[src/rtl/operand_select_stage_pkg.sv]
// Shared types for the decode-to-execute operand-select stage: operand/control
// encodings, forwarding-source descriptor and the registered output payload.
package operand_select_stage_pkg;

  localparam int unsigned XLEN             = 32;
  localparam int unsigned FW_DEPTH_DEFAULT = 3;

  typedef logic [XLEN-1:0] UIntX;
  typedef logic [XLEN-1:0] Addr;
  typedef logic [31:0]     Inst;
  typedef logic [7:0]      IId;
  typedef logic [4:0]      RegIdx;

  localparam RegIdx REG_ZERO = 5'd0;

  typedef enum logic [1:0] {
    OP1_RS1  = 2'd0,
    OP1_PC   = 2'd1,
    OP1_IMZ  = 2'd2,
    OP1_ZERO = 2'd3
  } Op1Sel;

  typedef enum logic [2:0] {
    OP2_RS2W = 3'd0,
    OP2_IMI  = 3'd1,
    OP2_IMS  = 3'd2,
    OP2_IMJ  = 3'd3,
    OP2_IMU  = 3'd4,
    OP2_ZERO = 3'd5
  } Op2Sel;

  typedef struct packed {
    Op1Sel      op1_sel;
    Op2Sel      op2_sel;
    logic [3:0] alu_op;
    logic       rf_we;
  } Ctrl;

  typedef struct packed {
    logic  valid;
    logic  can_forward;
    RegIdx addr;
    UIntX  wdata;
  } FwCtrl;

  typedef struct packed {
    Addr  pc;
    Inst  inst;
    IId   inst_id;
    Ctrl  ctrl;
    UIntX imm_i;
    UIntX imm_b;
    UIntX imm_j;
    UIntX op1_data;
    UIntX op2_data;
    UIntX rs2_data;
  } OutPayload;

  function automatic RegIdx rs1_of(input Inst inst);
    return inst[19:15];
  endfunction

  function automatic RegIdx rs2_of(input Inst inst);
    return inst[24:20];
  endfunction

endpackage

[src/rtl/operand_select_stage_if.sv]
// Decode-side and execute-side handshake bundle of the operand-select stage.
// The stage uses the slave view; the producer/consumer side uses master.
interface operand_select_stage_if;
  import operand_select_stage_pkg::*;

  logic in_valid;
  logic in_ready;
  Addr  in_pc;
  Inst  in_inst;
  IId   in_inst_id;
  Ctrl  in_ctrl;
  UIntX in_imm_i;
  UIntX in_imm_s;
  UIntX in_imm_b;
  UIntX in_imm_j;
  UIntX in_imm_u;
  UIntX in_imm_z;

  logic out_valid;
  logic out_ready;
  Addr  out_pc;
  Inst  out_inst;
  IId   out_inst_id;
  Ctrl  out_ctrl;
  UIntX out_imm_i;
  UIntX out_imm_b;
  UIntX out_imm_j;
  UIntX out_op1_data;
  UIntX out_op2_data;
  UIntX out_rs2_data;

  modport slave (
    input  in_valid, in_pc, in_inst, in_inst_id, in_ctrl,
    input  in_imm_i, in_imm_s, in_imm_b, in_imm_j, in_imm_u, in_imm_z,
    output in_ready,
    output out_valid, out_pc, out_inst, out_inst_id, out_ctrl,
    output out_imm_i, out_imm_b, out_imm_j,
    output out_op1_data, out_op2_data, out_rs2_data,
    input  out_ready
  );

  modport master (
    output in_valid, in_pc, in_inst, in_inst_id, in_ctrl,
    output in_imm_i, in_imm_s, in_imm_b, in_imm_j, in_imm_u, in_imm_z,
    input  in_ready,
    input  out_valid, out_pc, out_inst, out_inst_id, out_ctrl,
    input  out_imm_i, out_imm_b, out_imm_j,
    input  out_op1_data, out_op2_data, out_rs2_data,
    output out_ready
  );

endinterface

[src/rtl/operand_select_stage_fw_operand_resolve.sv]
// Resolves one source register against the forwarding sources and the register
// file, and flags a hit on a source that cannot supply its data.
module fw_operand_resolve
  import operand_select_stage_pkg::*;
#(
  parameter int unsigned       NUM_FW        = FW_DEPTH_DEFAULT,
  parameter logic [NUM_FW-1:0] FW_NOFWD_MASK = NUM_FW'(1'b1)
) (
  input  RegIdx addr_i,
  input  UIntX  regfile_i [32],
  input  FwCtrl fw_i [NUM_FW],
  output UIntX  value_o,
  output logic  blocking_o
);

  logic hit_s;
  logic fwd_s;
  logic take_s;
  logic found_s;
  UIntX value_s;

  // Youngest forwardable hit wins; any non-forwardable hit blocks regardless of age.
  always_comb begin
    value_s    = regfile_i[addr_i];
    blocking_o = 1'b0;
    found_s    = 1'b0;
    hit_s      = 1'b0;
    fwd_s      = 1'b0;
    take_s     = 1'b0;
    for (int i = 0; i < NUM_FW; i++) begin
      hit_s      = fw_i[i].valid && (fw_i[i].addr == addr_i) && (addr_i != REG_ZERO);
      fwd_s      = fw_i[i].can_forward && !FW_NOFWD_MASK[i];
      blocking_o = blocking_o | (hit_s & ~fwd_s);
      take_s     = hit_s & fwd_s & ~found_s;
      value_s    = take_s ? fw_i[i].wdata : value_s;
      found_s    = found_s | take_s;
    end
    value_o = (addr_i == REG_ZERO) ? '0 : value_s;
  end

endmodule

[src/rtl/operand_select_stage.sv]
// Operand-select stage between decode and execute: forwarding-aware operand
// resolution, hazard stall, registered valid/ready output and stall counter.
module operand_select_stage
  import operand_select_stage_pkg::*;
#(
  parameter int unsigned       NUM_FW        = FW_DEPTH_DEFAULT,
  parameter logic [NUM_FW-1:0] FW_NOFWD_MASK = NUM_FW'(1'b1),
  parameter int unsigned       STALL_CNT_W   = 32
) (
  input  logic                   clk_i,
  input  logic                   rst_ni,
  input  UIntX                   regfile_i [32],
  input  logic                   flush_i,
  input  FwCtrl                  fw_i [NUM_FW],
  operand_select_stage_if.slave  bus,
  output logic                   hazard_stall_o,
  output logic [STALL_CNT_W-1:0] stall_cycles_o
);

  RegIdx rs1_s;
  RegIdx rs2_s;
  UIntX  rs1_val_s;
  UIntX  rs2_val_s;
  logic  rs1_blk_s;
  logic  rs2_blk_s;
  UIntX  op1_s;
  UIntX  op2_s;
  logic  hazard_s;
  logic  in_ready_s;
  logic  accept_s;

  logic      valid_q, valid_d;
  OutPayload out_q, out_d;
  logic [STALL_CNT_W-1:0] stall_q, stall_d;

  assign rs1_s = rs1_of(bus.in_inst);
  assign rs2_s = rs2_of(bus.in_inst);

  fw_operand_resolve #(
    .NUM_FW       (NUM_FW),
    .FW_NOFWD_MASK(FW_NOFWD_MASK)
  ) u_rs1_resolve (
    .addr_i    (rs1_s),
    .regfile_i (regfile_i),
    .fw_i      (fw_i),
    .value_o   (rs1_val_s),
    .blocking_o(rs1_blk_s)
  );

  fw_operand_resolve #(
    .NUM_FW       (NUM_FW),
    .FW_NOFWD_MASK(FW_NOFWD_MASK)
  ) u_rs2_resolve (
    .addr_i    (rs2_s),
    .regfile_i (regfile_i),
    .fw_i      (fw_i),
    .value_o   (rs2_val_s),
    .blocking_o(rs2_blk_s)
  );

  // Operand muxes; unlisted select encodings produce zero.
  always_comb begin
    op1_s = '0;
    op2_s = '0;
    case (bus.in_ctrl.op1_sel)
      OP1_RS1: op1_s = rs1_val_s;
      OP1_PC:  op1_s = bus.in_pc;
      OP1_IMZ: op1_s = bus.in_imm_z;
      default: op1_s = '0;
    endcase
    case (bus.in_ctrl.op2_sel)
      OP2_RS2W: op2_s = rs2_val_s;
      OP2_IMI:  op2_s = bus.in_imm_i;
      OP2_IMS:  op2_s = bus.in_imm_s;
      OP2_IMJ:  op2_s = bus.in_imm_j;
      OP2_IMU:  op2_s = bus.in_imm_u;
      default:  op2_s = '0;
    endcase
  end

  assign hazard_s   = bus.in_valid & (rs1_blk_s | rs2_blk_s);
  assign in_ready_s = ~hazard_s & (~valid_q | bus.out_ready);
  assign accept_s   = bus.in_valid & in_ready_s & ~flush_i;

  // Output register next state: flush kills, accept loads (draining concurrently), a taken output empties.
  always_comb begin
    valid_d = valid_q;
    out_d   = out_q;
    if (flush_i) begin
      valid_d = 1'b0;
    end else if (accept_s) begin
      valid_d          = 1'b1;
      out_d.pc         = bus.in_pc;
      out_d.inst       = bus.in_inst;
      out_d.inst_id    = bus.in_inst_id;
      out_d.ctrl       = bus.in_ctrl;
      out_d.imm_i      = bus.in_imm_i;
      out_d.imm_b      = bus.in_imm_b;
      out_d.imm_j      = bus.in_imm_j;
      out_d.op1_data   = op1_s;
      out_d.op2_data   = op2_s;
      out_d.rs2_data   = rs2_val_s;
    end else if (bus.out_ready) begin
      valid_d = 1'b0;
    end else begin
      valid_d = valid_q;
    end
  end

  // Stall counter saturates at all-ones and is not affected by flush.
  always_comb begin
    stall_d = stall_q;
    if (hazard_s && !(&stall_q)) begin
      stall_d = stall_q + STALL_CNT_W'(1'b1);
    end else begin
      stall_d = stall_q;
    end
  end

  // State registers with synchronous active-low reset.
  always_ff @(posedge clk_i) begin
    if (!rst_ni) begin
      valid_q <= 1'b0;
      out_q   <= '0;
      stall_q <= '0;
    end else begin
      valid_q <= valid_d;
      out_q   <= out_d;
      stall_q <= stall_d;
    end
  end

  assign bus.in_ready     = in_ready_s;
  assign bus.out_valid    = valid_q;
  assign bus.out_pc       = out_q.pc;
  assign bus.out_inst     = out_q.inst;
  assign bus.out_inst_id  = out_q.inst_id;
  assign bus.out_ctrl     = out_q.ctrl;
  assign bus.out_imm_i    = out_q.imm_i;
  assign bus.out_imm_b    = out_q.imm_b;
  assign bus.out_imm_j    = out_q.imm_j;
  assign bus.out_op1_data = out_q.op1_data;
  assign bus.out_op2_data = out_q.op2_data;
  assign bus.out_rs2_data = out_q.rs2_data;
  assign hazard_stall_o   = hazard_s;
  assign stall_cycles_o   = stall_q;

endmodule

[src/flat_wrapper.sv]
// flat-port wrapper written by rule: the top's interface ports become plain ports
module operand_select_stage_flat import operand_select_stage_pkg::*;
#(
  parameter int unsigned       NUM_FW        = FW_DEPTH_DEFAULT,
  parameter logic [NUM_FW-1:0] FW_NOFWD_MASK = NUM_FW'(1'b1),
  parameter int unsigned       STALL_CNT_W   = 32
)
  (clk_i, rst_ni, regfile_i, flush_i, fw_i, hazard_stall_o, stall_cycles_o, bus_in_valid, bus_in_pc, bus_in_inst, bus_in_inst_id, bus_in_ctrl, bus_in_imm_i, bus_in_imm_s, bus_in_imm_b, bus_in_imm_j, bus_in_imm_u, bus_in_imm_z, bus_in_ready, bus_out_valid, bus_out_pc, bus_out_inst, bus_out_inst_id, bus_out_ctrl, bus_out_imm_i, bus_out_imm_b, bus_out_imm_j, bus_out_op1_data, bus_out_op2_data, bus_out_rs2_data, bus_out_ready);
  operand_select_stage_if bus_i ();
  input  logic clk_i;
  input  logic rst_ni;
  input  UIntX regfile_i[32];
  input  logic flush_i;
  input  FwCtrl fw_i[NUM_FW];
  output logic hazard_stall_o;
  output logic [STALL_CNT_W-1:0] stall_cycles_o;
  input wire logic [$bits(bus_i.in_valid)-1:0] bus_in_valid;
  input wire logic [$bits(bus_i.in_pc)-1:0] bus_in_pc;
  input wire logic [$bits(bus_i.in_inst)-1:0] bus_in_inst;
  input wire logic [$bits(bus_i.in_inst_id)-1:0] bus_in_inst_id;
  input wire logic [$bits(bus_i.in_ctrl)-1:0] bus_in_ctrl;
  input wire logic [$bits(bus_i.in_imm_i)-1:0] bus_in_imm_i;
  input wire logic [$bits(bus_i.in_imm_s)-1:0] bus_in_imm_s;
  input wire logic [$bits(bus_i.in_imm_b)-1:0] bus_in_imm_b;
  input wire logic [$bits(bus_i.in_imm_j)-1:0] bus_in_imm_j;
  input wire logic [$bits(bus_i.in_imm_u)-1:0] bus_in_imm_u;
  input wire logic [$bits(bus_i.in_imm_z)-1:0] bus_in_imm_z;
  output wire logic [$bits(bus_i.in_ready)-1:0] bus_in_ready;
  output wire logic [$bits(bus_i.out_valid)-1:0] bus_out_valid;
  output wire logic [$bits(bus_i.out_pc)-1:0] bus_out_pc;
  output wire logic [$bits(bus_i.out_inst)-1:0] bus_out_inst;
  output wire logic [$bits(bus_i.out_inst_id)-1:0] bus_out_inst_id;
  output wire logic [$bits(bus_i.out_ctrl)-1:0] bus_out_ctrl;
  output wire logic [$bits(bus_i.out_imm_i)-1:0] bus_out_imm_i;
  output wire logic [$bits(bus_i.out_imm_b)-1:0] bus_out_imm_b;
  output wire logic [$bits(bus_i.out_imm_j)-1:0] bus_out_imm_j;
  output wire logic [$bits(bus_i.out_op1_data)-1:0] bus_out_op1_data;
  output wire logic [$bits(bus_i.out_op2_data)-1:0] bus_out_op2_data;
  output wire logic [$bits(bus_i.out_rs2_data)-1:0] bus_out_rs2_data;
  input wire logic [$bits(bus_i.out_ready)-1:0] bus_out_ready;
  assign bus_i.in_valid = bus_in_valid;
  assign bus_i.in_pc = bus_in_pc;
  assign bus_i.in_inst = bus_in_inst;
  assign bus_i.in_inst_id = bus_in_inst_id;
  assign bus_i.in_ctrl = bus_in_ctrl;
  assign bus_i.in_imm_i = bus_in_imm_i;
  assign bus_i.in_imm_s = bus_in_imm_s;
  assign bus_i.in_imm_b = bus_in_imm_b;
  assign bus_i.in_imm_j = bus_in_imm_j;
  assign bus_i.in_imm_u = bus_in_imm_u;
  assign bus_i.in_imm_z = bus_in_imm_z;
  assign bus_in_ready = bus_i.in_ready;
  assign bus_out_valid = bus_i.out_valid;
  assign bus_out_pc = bus_i.out_pc;
  assign bus_out_inst = bus_i.out_inst;
  assign bus_out_inst_id = bus_i.out_inst_id;
  assign bus_out_ctrl = bus_i.out_ctrl;
  assign bus_out_imm_i = bus_i.out_imm_i;
  assign bus_out_imm_b = bus_i.out_imm_b;
  assign bus_out_imm_j = bus_i.out_imm_j;
  assign bus_out_op1_data = bus_i.out_op1_data;
  assign bus_out_op2_data = bus_i.out_op2_data;
  assign bus_out_rs2_data = bus_i.out_rs2_data;
  assign bus_i.out_ready = bus_out_ready;
  operand_select_stage #(.NUM_FW(NUM_FW), .FW_NOFWD_MASK(FW_NOFWD_MASK), .STALL_CNT_W(STALL_CNT_W)) u_core (.clk_i(clk_i), .rst_ni(rst_ni), .regfile_i(regfile_i), .flush_i(flush_i), .fw_i(fw_i), .bus(bus_i), .hazard_stall_o(hazard_stall_o), .stall_cycles_o(stall_cycles_o));
endmodule
[config.mk]
export PLATFORM = sky130hd
export DESIGN_NAME = operand_select_stage_flat
export DESIGN_NICKNAME = d
export VERILOG_FILES = /design/src/rtl/operand_select_stage_pkg.sv /design/src/rtl/operand_select_stage_if.sv /design/src/rtl/operand_select_stage_fw_operand_resolve.sv /design/src/rtl/operand_select_stage.sv /design/src/flat_wrapper.sv
export SDC_FILE = /design/constraint.sdc
export NUM_CORES = 2
export LEC_CHECK = 0
export BUFFER_PORTS_ARGS = -buffer_cell sky130_fd_sc_hd__buf_2
export CORE_AREA = 2 2 680 682
export CTS_BUF_LIST = sky130_fd_sc_hd__clkbuf_16
export DETAILED_ROUTE_END_ITERATION = 7
export DIE_AREA = 0 0 682 684
export HOLD_SLACK_MARGIN = 0.05
export SYNTH_ARGS = -nofsm -noshare
export SYNTH_HDL_FRONTEND = slang
export SYNTH_SLANG_ARGS = --single-unit
[constraint.sdc]
create_clock -name clk_i -period 5.9 [get_ports clk_i]
set_input_delay 0.885 -clock clk_i [delete_from_list [all_inputs] [get_ports clk_i]]
set_output_delay 0.885 -clock clk_i [all_outputs]
set_load 0.01 [all_outputs]
# Yosys cells after proc, flatten, opt, wreduce, memory -nomap -nowiden
# Index checks and enable logic that the tools add are counted.
[word_totals] rom_bits=0 reg_bits=307 output_inout_bits=309 memories=0 mem_bits_rw=0 latchBits=0 inputBits=1420
[op_classes] add_sub_neg=1 muxes=16 n_reduce_logical=24 n_bitwise=30 n_div=0 magnitude_cmp=2 shift=0 multipliers=0 eq_ne=12
[op_table] operator="32-bit binary-select mux with 5-bit select" count=2
[op_table] operator="32-bit two-way mux" count=10
[op_table] operator="32-bit case mux with 5 select lines" count=1
[op_table] operator="32-bit case mux with 3 select lines" count=1
[op_table] operator="32-bit by 1-bit adder with 32-bit output (second input constant)" count=1
[op_table] operator="32-bit AND reduction" count=1
[op_table] operator="5-bit == test" count=6
[op_table] operator="1-bit bitwise AND" count=14
[op_table] operator="1-bit logical AND" count=13
[op_table] operator="6-bit >= comparator (second input constant)" count=2
[op_table] operator="5-bit NOT with 6-bit output" count=2
[op_table] operator="5-bit zero test" count=2
[op_table] operator="5-bit nonzero test" count=2
[op_table] operator="1-bit NOT" count=8
[op_table] operator="3-bit by 2-bit == test with 1-bit output (second input constant)" count=2
[op_table] operator="1-bit bitwise OR" count=6
[op_table] operator="3-bit by 1-bit == test with 1-bit output (second input constant)" count=1
[op_table] operator="3-bit == test (second input constant)" count=1
[op_table] operator="3-bit zero test" count=1
[op_table] operator="2-bit by 1-bit == test with 1-bit output (second input constant)" count=1
[op_table] operator="2-bit == test (second input constant)" count=1
[op_table] operator="2-bit zero test" count=1
[op_table] operator="1-bit two-way mux" count=2
[op_table] operator="2-bit AND reduction" count=1
[op_table] operator="other kinds (3)" count=3

# Depth between registers and ports, before layout
[depth] ltp_word=13 mapped_depth=13

# Cells and area by module
# From an unflattened synthesis, not the netlist that was laid out.
[unflattened] cells_unflattened=3142 hier_area_um2=30606.9
[by_module_without_submodules] mod="fw_operand_resolve" seq_area_each_um2=0.0 cells_each=775 area_each_um2=8968.6 instances=2
[by_module_without_submodules] mod="operand_select_stage" seq_area_each_um2=6145.9 cells_each=1592 area_each_um2=12669.7 instances=1

# Worst setup path after synthesis
# No wires, ideal clock.
[synth_path] path_kind="in2out" from="input port bus_in_inst[15]" to="output port bus_in_ready" path_buffers=3 arrival_ps=2943 path_stages=9 slack_ps=2072 cell_sequence="buf_2 or4_4 o211ai_2 o22ai_1 a32o_2 o21ai_2 buf_2 buf_2 and2_1"
[synth_via] elab_chain_len=10 elab_cells_between_ends=18
[synth_rtl] element="from (decl)" line="flat_wrapper.sv:19" rtl="input wire logic [$bits(bus_i.in_inst)-1:0] bus_in_inst;"
[synth_rtl] element="5-bit == test" line="operand_select_stage_fw_operand_resolve.sv:31" rtl="hit_s = fw_i[i].valid && (fw_i[i].addr == addr_i) && (addr_i != REG_ZERO);"
[synth_rtl] element="1-bit logical AND (2 in a row)" line="operand_select_stage_fw_operand_resolve.sv:31"
[synth_rtl] element="1-bit bitwise AND" line="operand_select_stage_fw_operand_resolve.sv:33" rtl="blocking_o = blocking_o | (hit_s & ~fwd_s);"
[synth_rtl] element="1-bit bitwise OR" line="operand_select_stage_fw_operand_resolve.sv:33"
[synth_rtl] element="1-bit bitwise OR *" line="operand_select_stage_fw_operand_resolve.sv:33"
[synth_rtl] element="1-bit bitwise OR *" line="operand_select_stage.sv:81" rtl="assign hazard_s = bus.in_valid & (rs1_blk_s | rs2_blk_s);"
[synth_rtl] element="1-bit bitwise AND *" line="operand_select_stage.sv:81"
[synth_rtl] element="1-bit NOT *" line="operand_select_stage.sv:82" rtl="assign in_ready_s = ~hazard_s & (~valid_q | bus.out_ready);"
[synth_rtl] element="1-bit bitwise AND *" line="operand_select_stage.sv:82"
[synth_rtl] element="to (decl)" line="flat_wrapper.sv:28" rtl="output wire logic [$bits(bus_i.in_ready)-1:0] bus_in_ready;"
# Mark *: on every way between the ends. The rest lies on a longest branch, timed or not.

# Final worst setup path
[layout_path] from="input port bus_in_inst[16]" to="output port bus_in_ready"
# Same word-level chain as after synthesis.

==> flow_metrics.py <==
metrics = {
    "clock_tree": {
        "total_clock_buffers_created_by_cts": 41,
        "clock_path_buffers": 3,
        "clock_latency_at_the_later_pin_of_the_worst_skew_pair_ns": 0.66,
        "clk_transition_reported_paths_ns": 0.06,
        "post_cts_resized": 0,
        "cts_tree": "yes",
        "hold_buffers": 0,
        "clock_h_tree_levels": 2,
        "buffers_inserted_during_post_cts_setup_optimization": 0,
        "cts-root-buf": "clkbuf_16",
        "clock-sinks": 307,
    },
    "worst_setup_path": {
        "endpoint_class_of_the_critical_path": "output port",
        "reg2reg_setup_slack_ns": 3.03,
        "crit_required_ns": 5.02,
        "critical_path_arrival_ns": 3.62,
        "startpoint_type": "input pin",
        "crit-reg2reg-launch": "u_core.stall_cycles_o[1]",
        "timing_worst_setup_path_type": "in -> out",
        "crit_path_start": "bus_in_inst[16]",
        "worst-r2r-cell-count": 8,
        "crit-reg2reg-capture": "u_core.stall_cycles_o[23]",
        "critPathMaxFanout": 12,
    },
    "routing": {
        "antenna_left": 0,
        "wl_per_cell_um": 39.37,
        "detailedRoute.firstIterationViolations": 4425,
        "routed_wl_um": 429700,
        "routed-via-count": 39040,
        "detail_route.vias_per_cell": 3.577,
        "drt_pass1_iterations": 8,
        "drc_errors": 1,
    },
    "yosys": {
        "synth_ff_type": "dfxtp_1",
        "synth.avg_cell_area_um2": 10.33,
        "synthesis.yosys.warnings": 0,
        "dominant_cell_type_by_area_after_synthesis": "mux4_2",
        "synth-edff-count": 0,
        "synth_seq_cells": 307,
        "syn_area_mm2": 0.03009,
        "ys_top_cells_by_area": "mux4_2 37%, dfxtp_1 20%, mux2i_1 6.7%, nand2_1 5.6%, a21oi_1 4.8%",
        "portion_of_the_post_synthesis_area_used_by_sequential_elements_pct": 20.43,
        "synthesis.instances": 2913,
        "synth_top_area_share_pct": 37.13,
        "postSynthNetCount": 4334,
        "synthDistinctLibCells": 68,
        "synth_async_sr_flop_share_pct": 0,
    },
    "timing": {
        "hold_viol_final": 0,
        "worst_clock_skew_ns": 0.03695,
        "timing_limited_maximum_frequency_mhz": 221.8,
        "period_share_pct": 76.41,
        "rsz0062_at_grt": "no",
        "max_slew_margin_pct": 22.95,
        "finalWorstPathRequiredPeriod_ns": 4.508,
        "setup_total_negative_slack_ns": 0,
        "setup-violations-final": 0,
        "max_slew.worst_pin.slew_ns": 1.156,
        "drv_slew": 0,
    },
    "floorplan": {
        "ioPinCount": 1729,
        "core.rowCount": 249,
        "floorplan.core_area_mm2": 0.4589,
        "y_dimension_of_the_die_um": 684,
        "initial_utilization_pct": 6.556,
        "die-area_mm2": 0.4665,
        "die-width_um": 682,
    },
    "placement": {
        "place_hpwl_um": 387800,
        "placement.io_buffers": 1695,
        "globalplace.congestion": 1.055,
        "placed_cells": 10600,
    },
    "job": {
        "cap_viol_max_count": 0,
    },
    "min_path": {
        "worst_hold_path_type": "in -> reg",
        "min_delay_path_depth": 2,
        "hold_end": "u_core.bus.out_valid",
        "worstHoldStart": "flush_i",
    },
    "pwr": {
        "power.leakage_nw": 18.20,
        "vdd_drop_max_v": 0.0002252,
        "total_power_consumption_of_the_routed_design_mw": 8.825,
        "power-per-cell-area_mw_per_mm2": 181.6,
    },
    "global_routing": {
        "globalRouteOverflowTotal": 0,
        "antenna_found_initial": 479,
        "grt_util_all_layers_pct": 17.61,
        "grt_pass1_vias": 35920,
        "grt_start_max_net_pins": 96,
        "grt_first_pass_wirelength_um": 506800,
    },
    "cells_and_area": {
        "mostFrequentLayoutCell": "buf_2",
        "drive_above_1_share_pct": 56.41,
        "layout.nets": 5915,
        "layout.cells.non_filler": 10920,
        "areaGrowthSynthToFinish_pct": 61.48,
        "most-common-layout-cells": "1685 x buf_2, 496 x mux4_2, 448 x nand2_1",
        "utilization_pct": 10.59,
    },
    "outcome": {
        "failed_checks": "DRC",
        "status": "complete, but fails checks",
    },
}
==> critical path: stages <==
cell and delay, ns:
buf_6 0.27, buf_4 0.36, xor2_1 0.11, nor3_1 0.38
nand2_1 0.17, a211oi_2 0.74, o21ai_4 0.21, and2_1 0.19
buf_2 0.14
==> metal layers <==
layer	vias up	GRT usage [%]	wire length, um
met5	-	0	1184
met4	182	9.917	28320
met3	1029	4.467	32400
met2	3086	31.46	216700
met1	19490	18.75	151100
li1	15260	-	-
==> logic make-up (layout without fill, tap and decap cells) <==
| group | count (synthesis) | after routing | synth area share (%) |
|---|---|---|---|
| buffers and inverters | 353 | 1966 | 5.173 |
| adder cells (fa/ha/maj) | 1 | 1 | 0.04158 |
| AND/OR/NAND/NOR | 684 | 684 | 10.14 |
| AO/OA/AOI/OAI | 779 | 779 | 17.22 |
| XOR/XNOR | 30 | 30 | 0.8733 |
| multiplexers | 759 | 759 | 46.13 |
| flip-flops | 307 | 307 | 20.43 |
| other | 0 | 240 | 0 |
==> worst max-delay path by stage <==
stage / cells after the start / endpoint
detailed placement: 8 / u_core.bus.out_rs2_data[1]
CTS: 8 / bus_in_ready
global route: 9 / bus_in_ready
global placement: 8 / u_core.bus.out_rs2_data[1]
finish: 9 / bus_in_ready
floorplan: 9 / bus_in_ready
==> metrics by stage <==
stage	hold WS (ns)	worst slack, ns	cell area (um^2)
final	0.4291	1.392	48590
after global routing	0.3911	1.301	48340
after CTS	0.3574	1.383	47980
after detailed placement	0.4435	0.8356	46590
after global placement	0.4429	0.8209	46580
after floorplan	0.4805	2.072	30090
==> sequential cells by signal (all words and copies together) (netlist names) <==
register / flops
u_core.bus.out_ctrl: 10
u_core.bus.out_imm_b: 32
u_core.bus.out_imm_i: 32
u_core.bus.out_imm_j: 32
u_core.bus.out_inst: 32
u_core.bus.out_inst_id: 8
u_core.bus.out_op1_data: 32
u_core.bus.out_op2_data: 32
u_core.bus.out_pc: 32
u_core.bus.out_rs2_data: 32
u_core.bus.out_valid: 1
u_core.stall_cycles_o: 32
==> synth_stat cells (all sizes together) (8+ instances only) <==
cell    instances
a21oi         287
a221o          37
a221oi         43
a222oi         14
a22o           18
a22oi         116
a41oi          14
and2           13
buf           163
clkbuf        174
dfxtp         307
inv            16
mux2           61
mux2i         202
mux4          496
nand2         448
nand2b         17
nand3          56
nand4          12
nor2           28
nor2b          11
nor3           30
nor4           15
o211ai         18
o21a           17
o21ai         100
o221ai         36
o22ai          24
o31ai          14
or3            11
or4            18
xnor2          22
xor2            8
==> final cells by class <==
cell class / count / area, um^2
Clock buffer: 41 / 1026
Timing Repair Buffer: 1875 / 10070
Antenna cell: 240 / 600.6
Fill cell: 53240 / 410300
Inverter: 16 / 67.56
Tap cell: 6149 / 7694
Clock inverter: 34 / 372.9
Multi-Input combinational cell: 2253 / 22610
Sequential cell: 307 / 6146
==> power by group <==
part / switching, mW / total, mW / internal [mW] / leakage (nW)
clock network: 1.24 / 2.76 / 1.52 / 0.700
logic: 2.41 / 3.83 / 1.42 / 15.0
registers: 0.0537 / 2.24 / 2.19 / 2.51
Power figures use the tool's default switching activity.
